[src/rtl/axilite_initiator_if.sv]
// Bundle of the command/response stream and the five AXI4-Lite channels
// seen by axilite_initiator.
// Ports: master = initiator view (drives AW/W/AR valids, B/R readies, cmd_ready, rsp_*);
//        slave  = environment view (issues commands, plays the AXI-Lite register slave).
interface axilite_initiator_if #(
    parameter int unsigned ADDR_WIDTH    = 32,
    parameter int unsigned DATA_WIDTH    = 32,
    parameter int unsigned IP_DATA_WIDTH = 32
);
    // command / response stream
    logic                     cmd_valid;
    logic                     cmd_ready;
    logic                     cmd_wen;
    logic [ADDR_WIDTH-1:0]    cmd_addr;
    logic [IP_DATA_WIDTH-1:0] cmd_wdata;
    logic                     rsp_valid;
    logic                     rsp_ready;
    logic                     rsp_err;
    logic [IP_DATA_WIDTH-1:0] rsp_rdata;

    // AXI4-Lite write channels
    logic                     awvalid;
    logic                     awready;
    logic [ADDR_WIDTH-1:0]    awaddr;
    logic [2:0]               awprot;
    logic                     wvalid;
    logic                     wready;
    logic [DATA_WIDTH-1:0]    wdata;
    logic [DATA_WIDTH/8-1:0]  wstrb;
    logic                     bvalid;
    logic                     bready;
    logic [1:0]               bresp;

    // AXI4-Lite read channels
    logic                     arvalid;
    logic                     arready;
    logic [ADDR_WIDTH-1:0]    araddr;
    logic [2:0]               arprot;
    logic                     rvalid;
    logic                     rready;
    logic [DATA_WIDTH-1:0]    rdata;
    logic [1:0]               rresp;

    modport master (
        input  cmd_valid, cmd_wen, cmd_addr, cmd_wdata, rsp_ready,
        input  awready, wready, bvalid, bresp, arready, rvalid, rdata, rresp,
        output cmd_ready, rsp_valid, rsp_err, rsp_rdata,
        output awvalid, awaddr, awprot, wvalid, wdata, wstrb, bready,
        output arvalid, araddr, arprot, rready
    );

    modport slave (
        output cmd_valid, cmd_wen, cmd_addr, cmd_wdata, rsp_ready,
        output awready, wready, bvalid, bresp, arready, rvalid, rdata, rresp,
        input  cmd_ready, rsp_valid, rsp_err, rsp_rdata,
        input  awvalid, awaddr, awprot, wvalid, wdata, wstrb, bready,
        input  arvalid, araddr, arprot, rready
    );
endinterface

[src/rtl/axilite_initiator.sv]
// Purpose: AXI4-Lite manager turning one command into FOLD register beats and one response.
// Latency: request in the cycle after cmd accept / after each B or R; rsp_valid the cycle after the last B/R.
// Backpressure: one command at a time (cmd_ready only in IDLE); response held until rsp_ready; waits on AXI readies.
//
// Ports: aclk, aresetn (synchronous, active-low); bus (axilite_initiator_if.master) carries the
//        cmd_*/rsp_* stream and the AW/W/B/AR/R channels. All AXI outputs come from flops.
// Option: define AXILITE_INITIATOR_TIMEOUT_EN to abandon a command after TIMEOUT_CYCLES cycles
//         without progress in any bus-wait state (reports rsp_err = 1).
module axilite_initiator #(
    parameter int unsigned ADDR_WIDTH     = 32,
    parameter int unsigned DATA_WIDTH     = 32,
    parameter int unsigned IP_DATA_WIDTH  = 32,
    parameter int unsigned TIMEOUT_CYCLES = 1024
) (
    input  logic                aclk,
    input  logic                aresetn,
    axilite_initiator_if.master bus
);
    localparam int unsigned FOLD      = (IP_DATA_WIDTH + DATA_WIDTH - 1) / DATA_WIDTH;
    localparam int unsigned BSEL_BITS = $clog2(DATA_WIDTH / 8);
    localparam int unsigned WSEL_BITS = (FOLD > 1) ? $clog2(FOLD) : 0;
    localparam int unsigned CNT_W     = (FOLD > 1) ? $clog2(FOLD) : 1;
    localparam int unsigned PAD_W     = FOLD * DATA_WIDTH;
    // Clears the byte-select and word-select bits of the command address.
    localparam logic [ADDR_WIDTH-1:0] BASE_MASK =
        ~((ADDR_WIDTH'(1) << (BSEL_BITS + WSEL_BITS)) - ADDR_WIDTH'(1));
    localparam logic [CNT_W-1:0] LAST_BEAT = CNT_W'(FOLD - 1);

    typedef enum logic [2:0] {
        ST_IDLE, ST_WREQ, ST_WRESP, ST_RREQ, ST_RDATA, ST_RESP
    } state_t;

    state_t                  state_q, state_d;
    logic [CNT_W-1:0]        beat_q, beat_d;
    logic [CNT_W-1:0]        beat_inc;
    logic                    err_q, err_d;
    logic [ADDR_WIDTH-1:0]   addr_q, addr_d;
    logic [PAD_W-1:0]        wdata_q, wdata_d;
    logic [PAD_W-1:0]        rdata_q, rdata_d;
    logic [DATA_WIDTH-1:0]   wbeat_q, wbeat_d;
    logic                    awvalid_q, awvalid_d;
    logic                    wvalid_q, wvalid_d;
    logic                    arvalid_q, arvalid_d;
    logic                    bready_q, bready_d;
    logic                    rready_q, rready_d;
    logic                    rsp_valid_q, rsp_valid_d;
    logic                    cmd_ready_q, cmd_ready_d;
    logic [PAD_W-1:0]        cmd_wdata_pad;
    logic                    unused_bits;

`ifdef AXILITE_INITIATOR_TIMEOUT_EN
    localparam int unsigned TMO_W = $clog2(TIMEOUT_CYCLES + 1);
    logic [TMO_W-1:0] tmo_q, tmo_d;
    logic             busy;
`endif

    assign cmd_wdata_pad = PAD_W'(bus.cmd_wdata);
    assign beat_inc      = beat_q + CNT_W'(1);

    always_comb begin
        state_d     = state_q;
        beat_d      = beat_q;
        err_d       = err_q;
        addr_d      = addr_q;
        wdata_d     = wdata_q;
        rdata_d     = rdata_q;
        wbeat_d     = wbeat_q;
        awvalid_d   = awvalid_q;
        wvalid_d    = wvalid_q;
        arvalid_d   = arvalid_q;
        bready_d    = bready_q;
        rready_d    = rready_q;
        rsp_valid_d = rsp_valid_q;

        case (state_q)
            ST_IDLE: begin
                // cmd_ready_q gates the handshake: it is still low in the first
                // cycle after reset release even though state is already IDLE.
                if (bus.cmd_valid && cmd_ready_q) begin
                    beat_d  = '0;
                    err_d   = 1'b0;
                    addr_d  = bus.cmd_addr & BASE_MASK;
                    wdata_d = cmd_wdata_pad;
                    rdata_d = '0;
                    wbeat_d = cmd_wdata_pad[DATA_WIDTH-1:0];
                    if (bus.cmd_wen) begin
                        state_d   = ST_WREQ;
                        awvalid_d = 1'b1;
                        wvalid_d  = 1'b1;
                    end else begin
                        state_d   = ST_RREQ;
                        arvalid_d = 1'b1;
                    end
                end
            end
            ST_WREQ: begin
                // AW and W retire independently; move on once both are gone.
                awvalid_d = awvalid_q && !bus.awready;
                wvalid_d  = wvalid_q && !bus.wready;
                if (!awvalid_d && !wvalid_d) begin
                    state_d  = ST_WRESP;
                    bready_d = 1'b1;
                end
            end
            ST_WRESP: begin
                if (bus.bvalid) begin
                    err_d    = err_q | bus.bresp[1];
                    bready_d = 1'b0;
                    if (beat_q == LAST_BEAT) begin
                        state_d     = ST_RESP;
                        rsp_valid_d = 1'b1;
                    end else begin
                        beat_d    = beat_inc;
                        wbeat_d   = wdata_q[int'(beat_inc)*DATA_WIDTH +: DATA_WIDTH];
                        state_d   = ST_WREQ;
                        awvalid_d = 1'b1;
                        wvalid_d  = 1'b1;
                    end
                end
            end
            ST_RREQ: begin
                if (bus.arready) begin
                    arvalid_d = 1'b0;
                    rready_d  = 1'b1;
                    state_d   = ST_RDATA;
                end
            end
            ST_RDATA: begin
                if (bus.rvalid) begin
                    rdata_d[int'(beat_q)*DATA_WIDTH +: DATA_WIDTH] = bus.rdata;
                    err_d    = err_q | bus.rresp[1];
                    rready_d = 1'b0;
                    if (beat_q == LAST_BEAT) begin
                        state_d     = ST_RESP;
                        rsp_valid_d = 1'b1;
                    end else begin
                        beat_d    = beat_inc;
                        state_d   = ST_RREQ;
                        arvalid_d = 1'b1;
                    end
                end
            end
            ST_RESP: begin
                if (bus.rsp_ready) begin
                    rsp_valid_d = 1'b0;
                    state_d     = ST_IDLE;
                end
            end
            default: state_d = ST_IDLE;
        endcase

`ifdef AXILITE_INITIATOR_TIMEOUT_EN
        // tmo_q counts the cycles already spent in the current wait state, so
        // tmo_q == TIMEOUT_CYCLES-1 marks the TIMEOUT_CYCLES-th cycle of waiting.
        busy = state_q inside {ST_WREQ, ST_WRESP, ST_RREQ, ST_RDATA};
        if (busy && tmo_q == TMO_W'(TIMEOUT_CYCLES - 1)) begin
            awvalid_d   = 1'b0;
            wvalid_d    = 1'b0;
            arvalid_d   = 1'b0;
            bready_d    = 1'b0;
            rready_d    = 1'b0;
            err_d       = 1'b1;
            rsp_valid_d = 1'b1;
            state_d     = ST_RESP;
        end
        tmo_d = (busy && state_d == state_q) ? tmo_q + TMO_W'(1) : '0;
`endif

        cmd_ready_d = (state_d == ST_IDLE);
    end

    always_ff @(posedge aclk) begin
        if (!aresetn) begin
            state_q     <= ST_IDLE;
            beat_q      <= '0;
            err_q       <= 1'b0;
            addr_q      <= '0;
            wdata_q     <= '0;
            rdata_q     <= '0;
            wbeat_q     <= '0;
            awvalid_q   <= 1'b0;
            wvalid_q    <= 1'b0;
            arvalid_q   <= 1'b0;
            bready_q    <= 1'b0;
            rready_q    <= 1'b0;
            rsp_valid_q <= 1'b0;
            cmd_ready_q <= 1'b0;
`ifdef AXILITE_INITIATOR_TIMEOUT_EN
            tmo_q       <= '0;
`endif
        end else begin
            state_q     <= state_d;
            beat_q      <= beat_d;
            err_q       <= err_d;
            addr_q      <= addr_d;
            wdata_q     <= wdata_d;
            rdata_q     <= rdata_d;
            wbeat_q     <= wbeat_d;
            awvalid_q   <= awvalid_d;
            wvalid_q    <= wvalid_d;
            arvalid_q   <= arvalid_d;
            bready_q    <= bready_d;
            rready_q    <= rready_d;
            rsp_valid_q <= rsp_valid_d;
            cmd_ready_q <= cmd_ready_d;
`ifdef AXILITE_INITIATOR_TIMEOUT_EN
            tmo_q       <= tmo_d;
`endif
        end
    end

    // Beat address: base with word-select field replaced by the beat index.
    assign bus.awaddr    = addr_q | (ADDR_WIDTH'(beat_q) << BSEL_BITS);
    assign bus.araddr    = addr_q | (ADDR_WIDTH'(beat_q) << BSEL_BITS);
    assign bus.awprot    = 3'b000;
    assign bus.arprot    = 3'b000;
    assign bus.awvalid   = awvalid_q;
    assign bus.wvalid    = wvalid_q;
    assign bus.wdata     = wbeat_q;
    assign bus.wstrb     = '1;
    assign bus.bready    = bready_q;
    assign bus.arvalid   = arvalid_q;
    assign bus.rready    = rready_q;
    assign bus.cmd_ready = cmd_ready_q;
    assign bus.rsp_valid = rsp_valid_q;
    assign bus.rsp_err   = err_q;
    assign bus.rsp_rdata = rdata_q[IP_DATA_WIDTH-1:0];

    // Only the SLVERR/DECERR bit of a response matters; read bits above
    // IP_DATA_WIDTH are dropped.
    assign unused_bits = ^{bus.bresp[0], bus.rresp[0], rdata_q, wdata_q, (TIMEOUT_CYCLES != 0)};
endmodule

[src/flat_wrapper.sv]
// flat-port wrapper written by rule: the top's interface ports become plain ports
module axilite_initiator_flat 
#(
    parameter int unsigned ADDR_WIDTH     = 32,
    parameter int unsigned DATA_WIDTH     = 32,
    parameter int unsigned IP_DATA_WIDTH  = 32,
    parameter int unsigned TIMEOUT_CYCLES = 1024
)
  (aclk, aresetn, bus_cmd_valid, bus_cmd_wen, bus_cmd_addr, bus_cmd_wdata, bus_rsp_ready, bus_awready, bus_wready, bus_bvalid, bus_bresp, bus_arready, bus_rvalid, bus_rdata, bus_rresp, bus_cmd_ready, bus_rsp_valid, bus_rsp_err, bus_rsp_rdata, bus_awvalid, bus_awaddr, bus_awprot, bus_wvalid, bus_wdata, bus_wstrb, bus_bready, bus_arvalid, bus_araddr, bus_arprot, bus_rready);
  axilite_initiator_if #(.ADDR_WIDTH(ADDR_WIDTH), .DATA_WIDTH(DATA_WIDTH), .IP_DATA_WIDTH(IP_DATA_WIDTH)) bus_i ();
  input  logic aclk;
  input  logic aresetn;
  input wire logic [$bits(bus_i.cmd_valid)-1:0] bus_cmd_valid;
  input wire logic [$bits(bus_i.cmd_wen)-1:0] bus_cmd_wen;
  input wire logic [$bits(bus_i.cmd_addr)-1:0] bus_cmd_addr;
  input wire logic [$bits(bus_i.cmd_wdata)-1:0] bus_cmd_wdata;
  input wire logic [$bits(bus_i.rsp_ready)-1:0] bus_rsp_ready;
  input wire logic [$bits(bus_i.awready)-1:0] bus_awready;
  input wire logic [$bits(bus_i.wready)-1:0] bus_wready;
  input wire logic [$bits(bus_i.bvalid)-1:0] bus_bvalid;
  input wire logic [$bits(bus_i.bresp)-1:0] bus_bresp;
  input wire logic [$bits(bus_i.arready)-1:0] bus_arready;
  input wire logic [$bits(bus_i.rvalid)-1:0] bus_rvalid;
  input wire logic [$bits(bus_i.rdata)-1:0] bus_rdata;
  input wire logic [$bits(bus_i.rresp)-1:0] bus_rresp;
  output wire logic [$bits(bus_i.cmd_ready)-1:0] bus_cmd_ready;
  output wire logic [$bits(bus_i.rsp_valid)-1:0] bus_rsp_valid;
  output wire logic [$bits(bus_i.rsp_err)-1:0] bus_rsp_err;
  output wire logic [$bits(bus_i.rsp_rdata)-1:0] bus_rsp_rdata;
  output wire logic [$bits(bus_i.awvalid)-1:0] bus_awvalid;
  output wire logic [$bits(bus_i.awaddr)-1:0] bus_awaddr;
  output wire logic [$bits(bus_i.awprot)-1:0] bus_awprot;
  output wire logic [$bits(bus_i.wvalid)-1:0] bus_wvalid;
  output wire logic [$bits(bus_i.wdata)-1:0] bus_wdata;
  output wire logic [$bits(bus_i.wstrb)-1:0] bus_wstrb;
  output wire logic [$bits(bus_i.bready)-1:0] bus_bready;
  output wire logic [$bits(bus_i.arvalid)-1:0] bus_arvalid;
  output wire logic [$bits(bus_i.araddr)-1:0] bus_araddr;
  output wire logic [$bits(bus_i.arprot)-1:0] bus_arprot;
  output wire logic [$bits(bus_i.rready)-1:0] bus_rready;
  assign bus_i.cmd_valid = bus_cmd_valid;
  assign bus_i.cmd_wen = bus_cmd_wen;
  assign bus_i.cmd_addr = bus_cmd_addr;
  assign bus_i.cmd_wdata = bus_cmd_wdata;
  assign bus_i.rsp_ready = bus_rsp_ready;
  assign bus_i.awready = bus_awready;
  assign bus_i.wready = bus_wready;
  assign bus_i.bvalid = bus_bvalid;
  assign bus_i.bresp = bus_bresp;
  assign bus_i.arready = bus_arready;
  assign bus_i.rvalid = bus_rvalid;
  assign bus_i.rdata = bus_rdata;
  assign bus_i.rresp = bus_rresp;
  assign bus_cmd_ready = bus_i.cmd_ready;
  assign bus_rsp_valid = bus_i.rsp_valid;
  assign bus_rsp_err = bus_i.rsp_err;
  assign bus_rsp_rdata = bus_i.rsp_rdata;
  assign bus_awvalid = bus_i.awvalid;
  assign bus_awaddr = bus_i.awaddr;
  assign bus_awprot = bus_i.awprot;
  assign bus_wvalid = bus_i.wvalid;
  assign bus_wdata = bus_i.wdata;
  assign bus_wstrb = bus_i.wstrb;
  assign bus_bready = bus_i.bready;
  assign bus_arvalid = bus_i.arvalid;
  assign bus_araddr = bus_i.araddr;
  assign bus_arprot = bus_i.arprot;
  assign bus_rready = bus_i.rready;
  axilite_initiator #(.ADDR_WIDTH(ADDR_WIDTH), .DATA_WIDTH(DATA_WIDTH), .IP_DATA_WIDTH(IP_DATA_WIDTH), .TIMEOUT_CYCLES(TIMEOUT_CYCLES)) u_core (.aclk(aclk), .aresetn(aresetn), .bus(bus_i));
endmodule
[config.mk]
export PLATFORM = sky130hd
export DESIGN_NAME = axilite_initiator_flat
export DESIGN_NICKNAME = d
export VERILOG_FILES = /design/src/rtl/axilite_initiator_if.sv /design/src/rtl/axilite_initiator.sv /design/src/flat_wrapper.sv
export SDC_FILE = /design/constraint.sdc
export NUM_CORES = 1
export LEC_CHECK = 0
export ABC_CLOCK_PERIOD_IN_PS = 1650
export CORE_MARGIN = 2
export CORE_UTILIZATION = 38
export CTS_CLUSTER_SIZE = 28
export DETAILED_ROUTE_END_ITERATION = 6
export PLACE_DENSITY = 0.85
export SYNTH_ARGS = -nofsm -noshare
export SYNTH_HDL_FRONTEND = slang
export SYNTH_SLANG_ARGS = --single-unit
[constraint.sdc]
create_clock -name aclk -period 1.65 [get_ports aclk]
set_clock_uncertainty 0.05 [all_clocks]
set_input_delay 0.2475 -clock aclk [delete_from_list [all_inputs] [get_ports aclk]]
set_output_delay 0.2475 -clock aclk [all_outputs]
set_load 0.01 [all_outputs]
After elaboration in Yosys (flattened, before gate mapping)
Index checks and enable logic that the tools add are counted.
{ "classes": {"add_sub_neg": 2, "n_eq_ne": 15, "shifts": 3, "muxes": 48, "n_bitwise": 3, "n_reduce_logical": 27} }
{ "op_table": {"columns": ["op", "count"], "rows": [
  ["32-bit 2-to-1 mux", 5],
  ["32-bit one-hot mux with 2 select lines", 2],
  ["6-bit negation with 34-bit output", 1],
  ["32-bit by 34-bit variable shift with 32-bit output (first input constant)", 1],
  ["32-bit by 34-bit variable part select with 32-bit output", 1],
  ["32-bit bitwise mux", 1],
  ["32-bit by 3-bit bitwise OR with 32-bit output", 1],
  ["32-bit by 7-bit variable part select with 32-bit output", 1],
  ["3-bit 2-to-1 mux", 8],
  ["1-bit 2-to-1 mux", 22],
  ["1-bit one-hot mux with 3 select lines", 6],
  ["3-bit one-hot mux with 6 select lines", 1],
  ["2-bit inequality test (second input constant)", 6],
  ["4-bit AND reduction", 3],
  ["3-bit nonzero test", 4],
  ["3-bit AND reduction", 3],
  ["2-bit by 1-bit inequality test with 1-bit output (second input constant)", 4],
  ["2-bit nonzero test", 4],
  ["3-bit by 2-bit == test with 1-bit output (second input constant)", 2],
  ["3-bit == test (second input constant)", 2],
  ["3-bit logical NOT", 2],
  ["6-bit AND reduction", 1],
  ["5-bit AND reduction", 1],
  ["1-bit logical AND", 4],
  ["7 further kinds", 12]
]} }
{ "word_totals": {"ff_bits": 138, "in_bits": 110, "output_inout_bits": 146, "word_cells": 112} }

Depth between registers and ports, before layout
{ "depth": {"ltp_word": 7, "ltp_mapped": 6, "mapped_depth_nobuf": 4} }

Worst setup path before layout
OpenSTA, ideal clock, no wires.
{ "synth_path": {"path_type": "reg-to-reg", "start": "register u_core.state_q[1]", "end": "register u_core.cmd_ready_q (netlist: u_core.bus.cmd_ready)", "setup_time_ns": 0.062, "arrival_time_ns": 1.349, "required_ns": 1.538, "slack_ns": 0.190, "path_stages_with_launch": 6, "n_path_buf": 1, "period_less_slack_ns": 1.460, "path_cell_list": "dfxtp_1 buf_2 nor2b_1 and3b_1 a2111oi_1 and4_1"} }
{ "synth_via": {"elab_chain_len": 3} }
{ "synth_lines": {"columns": ["item", "line_no", "rtl"], "rows": [
  ["from (decl)", "axilite_initiator.sv:33", "state_t state_q, state_d;"],
  ["from (signal assigned)", "axilite_initiator.sv:192", "state_q <= state_d;"],
  ["3-bit == test, or another cell as far along", "axilite_initiator.sv:75", "case (state_q)"],
  ["3-bit one-hot mux with 6 select lines *", "axilite_initiator.sv:75", null],
  ["3-bit logical NOT *", "axilite_initiator.sv:169", "cmd_ready_d = (state_d == ST_IDLE);"],
  ["to (signal assigned)", "axilite_initiator.sv:205", "cmd_ready_q <= cmd_ready_d;"],
  ["to (decl)", "axilite_initiator.sv:47", "logic cmd_ready_q, cmd_ready_d;"]
]} }
Every way passes the cells marked *; elsewhere a longest branch is shown, timed or not.
A chain may end at the register's enable or synchronous reset.

Worst setup path after layout
{ "layout_path": {"start": "register u_core.wvalid_q (netlist: u_core.bus.wvalid)", "end": "output port bus_wvalid"} }
{ "layout_lines": {"columns": ["item", "line_no", "rtl"], "rows": [
  ["from (decl)", "axilite_initiator.sv:42", "logic wvalid_q, wvalid_d;"],
  ["from (signal assigned)", "axilite_initiator.sv:200", "wvalid_q <= wvalid_d;"],
  ["to (decl)", "flat_wrapper.sv:33", "output wire logic [$bits(bus_i.wvalid)-1:0] bus_wvalid;"]
]} }
No word-level cell between the ends.

==> results.ini <==
[outcome]
status = completed

[clock_tree]
cts_buffers = 9
root_buffer = clkbuf_16
worstSkewPairLatency_ns = 0.34
clockBufferDepth = 2
cts-htree-levels = 3
clkSinkCount = 105
cts.clk_slew.worst_paths_ns = 0.07
cts_tree = done

[layout]
instances_no_fill = 865
syn2layout_area_growth_pct = 61.4
design_area_um2 = 7110
nNetsFinal = 827
drive_above_1_share_pct = 7.06
antenna_cells = 0

[global_routing]
antenna_found_initial = 0
grt_usage_pct = 19.7
grt_max_degree = 106
grt_pass1_vias = 4040
grt-ovfl-total = 0
grt_pass1_wl_mm = 20.1

[floorplanning]
io_pins = 256
die_x_um = 112
die_h_um = 112
initial_core_util_pct = 38.8
dieArea_um2 = 12500
rows = 39
core_area_um2 = 11400

[drt]
via_count = 4146
wl_per_cell_um = 14.6
viasPerCell = 4.79
ant_nets = 0
first_iter_violations = 241
drc_errors = 0
dr.pass1.iters = 4
wirelength_mm = 12.7

[critical_path]
max_stage_delay_ns = 0.59
required_ns = 1.35
cpLargestDelayFamily = buffers and inverters
critPathBufInv = 1
cp.arrival_ns = 1.29
crit_chain = clkdlybuf4s50_1
cp-end-kind = output port
path_max_fanout = 3
worstSetupPathType = flip-flop to output port
crit_start = u_core.bus.wvalid
crit_path_start_kind = flip-flop
reg2reg_from = u_core.state_q[2]
crit_path_top_delay_cell = clkdlybuf4s50_1

[power_and_ir_drop]
power.density_nw_per_um2 = 1100
peakVddDrop_v = 0.000832
power.leakage_nw = 2.56
power.internal_mw = 5.42
power_frac_seq_pct = 39.1
p_comb_share_pct = 33.5
sw_frac_of_total_pct = 30.9
p_sw_mw = 2.42
clkPwrFrac_pct = 27.4

[synthesis]
netlist_area_um2 = 4410
ys_seq_area_share_pct = 47.7
ys_types = 33
yosys_warnings = 0
netlist_instances = 516
avgSynthCellArea_um2 = 8.54
synth_seq_cells = 105

[sta]
rsz0062_at_grt = no
clock.fmax_ghz = 0.631
fin_crit_ns = 1.58
setup_ws_ns = 0.0650
min_period_over_period_pct = 96.1
drv_slew = 0
setup_viol = 0
finalHoldViolations = 0

[placement]
gp_congestion = 0.829
placed_cells = 847
numPortBuffers = 237
dp_slack_ns = -0.269
dpl.hpwl_mm = 9.14
placed_area_um2 = 6740

[min_path]
hold_class = primary input to flip-flop
holdCritStartpoint = aresetn

[flow_run]
drv_cap = 0

==> cells by family (layout without fill, tap and decap cells) <==
| kind of cell | after synthesis | count (layout) | share of synthesized area (%) |
|---|---|---|---|
| buf+inv | 81 | 275 | 11.4 |
| other cells | 2 | 14 | 0.170 |
| mux | 2 | 2 | 0.454 |
| compound gates | 109 | 109 | 18.8 |
| simple gates | 217 | 217 | 21.5 |
| flops | 105 | 105 | 47.7 |
==> per-layer routing <==
metal	vias up	routed length (µm)	track usage, %
met2	179	6340	34.9
li1	2037	-	-
met3	9	1290	8.49
met5	-	0	0
met4	0	129	5.02
met1	1921	4890	21.6
==> cells in the final DEF (no fill, tap or decap), types with 2 or more instances in the layout <==
master | synthesis | final
a21boi_0 | 78 | 78
a21boi_1 | 19 | 19
a21oi_1 | 2 | 2
and3b_1 | 2 | 2
buf_12 | 0 | 6
buf_4 | 47 | 12
clkbuf_16 | 0 | 10
clkdlybuf4s50_1 | 0 | 233
clkinv_4 | 0 | 2
conb_1 | 2 | 14
dfxtp_1 | 105 | 102
dfxtp_2 | 0 | 3
dlymetal6s2s_1 | 0 | 3
inv_1 | 2 | 2
inv_6 | 0 | 2
mux2i_1 | 2 | 2
nand2_1 | 165 | 165
nand3_1 | 34 | 34
nor2b_1 | 4 | 3
nor3b_2 | 1 | 2
o211a_1 | 2 | 2
==> registers in the layout (all words and copies together), names as in the netlist, 3 cells and up <==
| register | cells |
|---|---|
| u_core.addr_q | 30 |
| u_core.bus.wdata | 32 |
| u_core.bus.rsp_rdata | 32 |
| u_core.state_q | 3 |
==> Yosys cell counts <==
| cell | number | area, µm² |
|---|---|---|
| nand2_1 | 165 | 619 |
| and4_1 | 1 | 8.76 |
| or3_1 | 1 | 6.26 |
| a21boi_0 | 78 | 586 |
| buf_2 | 18 | 90.1 |
| nor3b_1 | 3 | 22.5 |
| a211oi_1 | 1 | 7.51 |
| a21boi_1 | 19 | 143 |
| a2111oi_1 | 1 | 10.0 |
| o221a_2 | 1 | 11.3 |
| a211oi_2 | 1 | 12.5 |
| o22ai_1 | 1 | 6.26 |
| o311a_1 | 1 | 10.0 |
| dfxtp_1 | 105 | 2100 |
| and3b_1 | 2 | 17.5 |
| nand3b_1 | 1 | 7.51 |
| mux2i_1 | 2 | 20.0 |
| nand4bb_1 | 1 | 11.3 |
| nand4b_1 | 1 | 8.76 |
| nor4_1 | 1 | 6.26 |
| clkbuf_1 | 14 | 52.6 |
| nor2b_1 | 4 | 25.0 |
| o21ai_0 | 1 | 5.00 |
| inv_1 | 2 | 7.51 |
| nor3_2 | 1 | 10.0 |
| o211a_1 | 2 | 20.0 |
| a211o_1 | 1 | 8.76 |
| nand3_1 | 34 | 170 |
| nor3b_2 | 1 | 12.5 |
| conb_1 | 2 | 7.51 |
| nand3b_4 | 1 | 20.0 |
| a21oi_1 | 2 | 10.0 |
| buf_4 | 47 | 353 |
==> per-stage QoR <==
step	hold slack, ns	power [mW]	TNS, ns	util [%]
2_1_floorplan	0.332	4.36	0	-
3_3_place_gp	0.388	5.57	-17.57	59.2
3_5_place_dp	0.403	5.66	-20.78	59.2
4_1_cts	0.386	7.82	0	62.0
5_1_grt	0.404	8.28	0	62.6
6_report	0.391	7.83	0	62.6
==> final timing paths <==
kind	to	slack [ns]	cells past startpoint
max	bus_wvalid	0.07	1
min	u_core.addr_q[14]	0.39	3
max reg2reg	u_core.bus.cmd_ready	0.11	5
min reg2reg	u_core.bus.rsp_rdata[5]	0.41	2
==> power groups by stage <==
| stage | Clock [mW] | Combinational [mW] | Sequential [mW] |
|---|---|---|---|
| finish | 2.15 | 2.62 | 3.06 |
| floorplan | 0 | 1.17 | 3.19 |
| CTS | 2.21 | 2.55 | 3.06 |
| detailed placement | 0 | 2.54 | 3.12 |
| global placement | 0 | 2.48 | 3.09 |
| global route | 2.35 | 2.83 | 3.11 |
==> layout make-up <==
class	count	area, µm²
Multi-Input combinational cell	342	1900
Clock inverter	7	77.6
Fill cell	946	4260
Inverter	2	7.51
Sequential cell	105	2110
Clock buffer	9	225
Tap cell	143	179
Timing Repair Buffer	257	2620
==> what timing repair did <==
| item | CTS | global route |
|---|---|---|
| pin swaps | 0 | 1 |
| hold buffers | 0 | 0 |
| buffers inserted | 0 | 1 |
| endpoints found under the hold margin | 0 | 0 |
| endpoints found under the setup margin | 1 | 41 |
| gates cloned | 0 | 1 |
| resized for setup | 2 | 12 |
No activity file was read; power rests on OpenSTA's default activity.
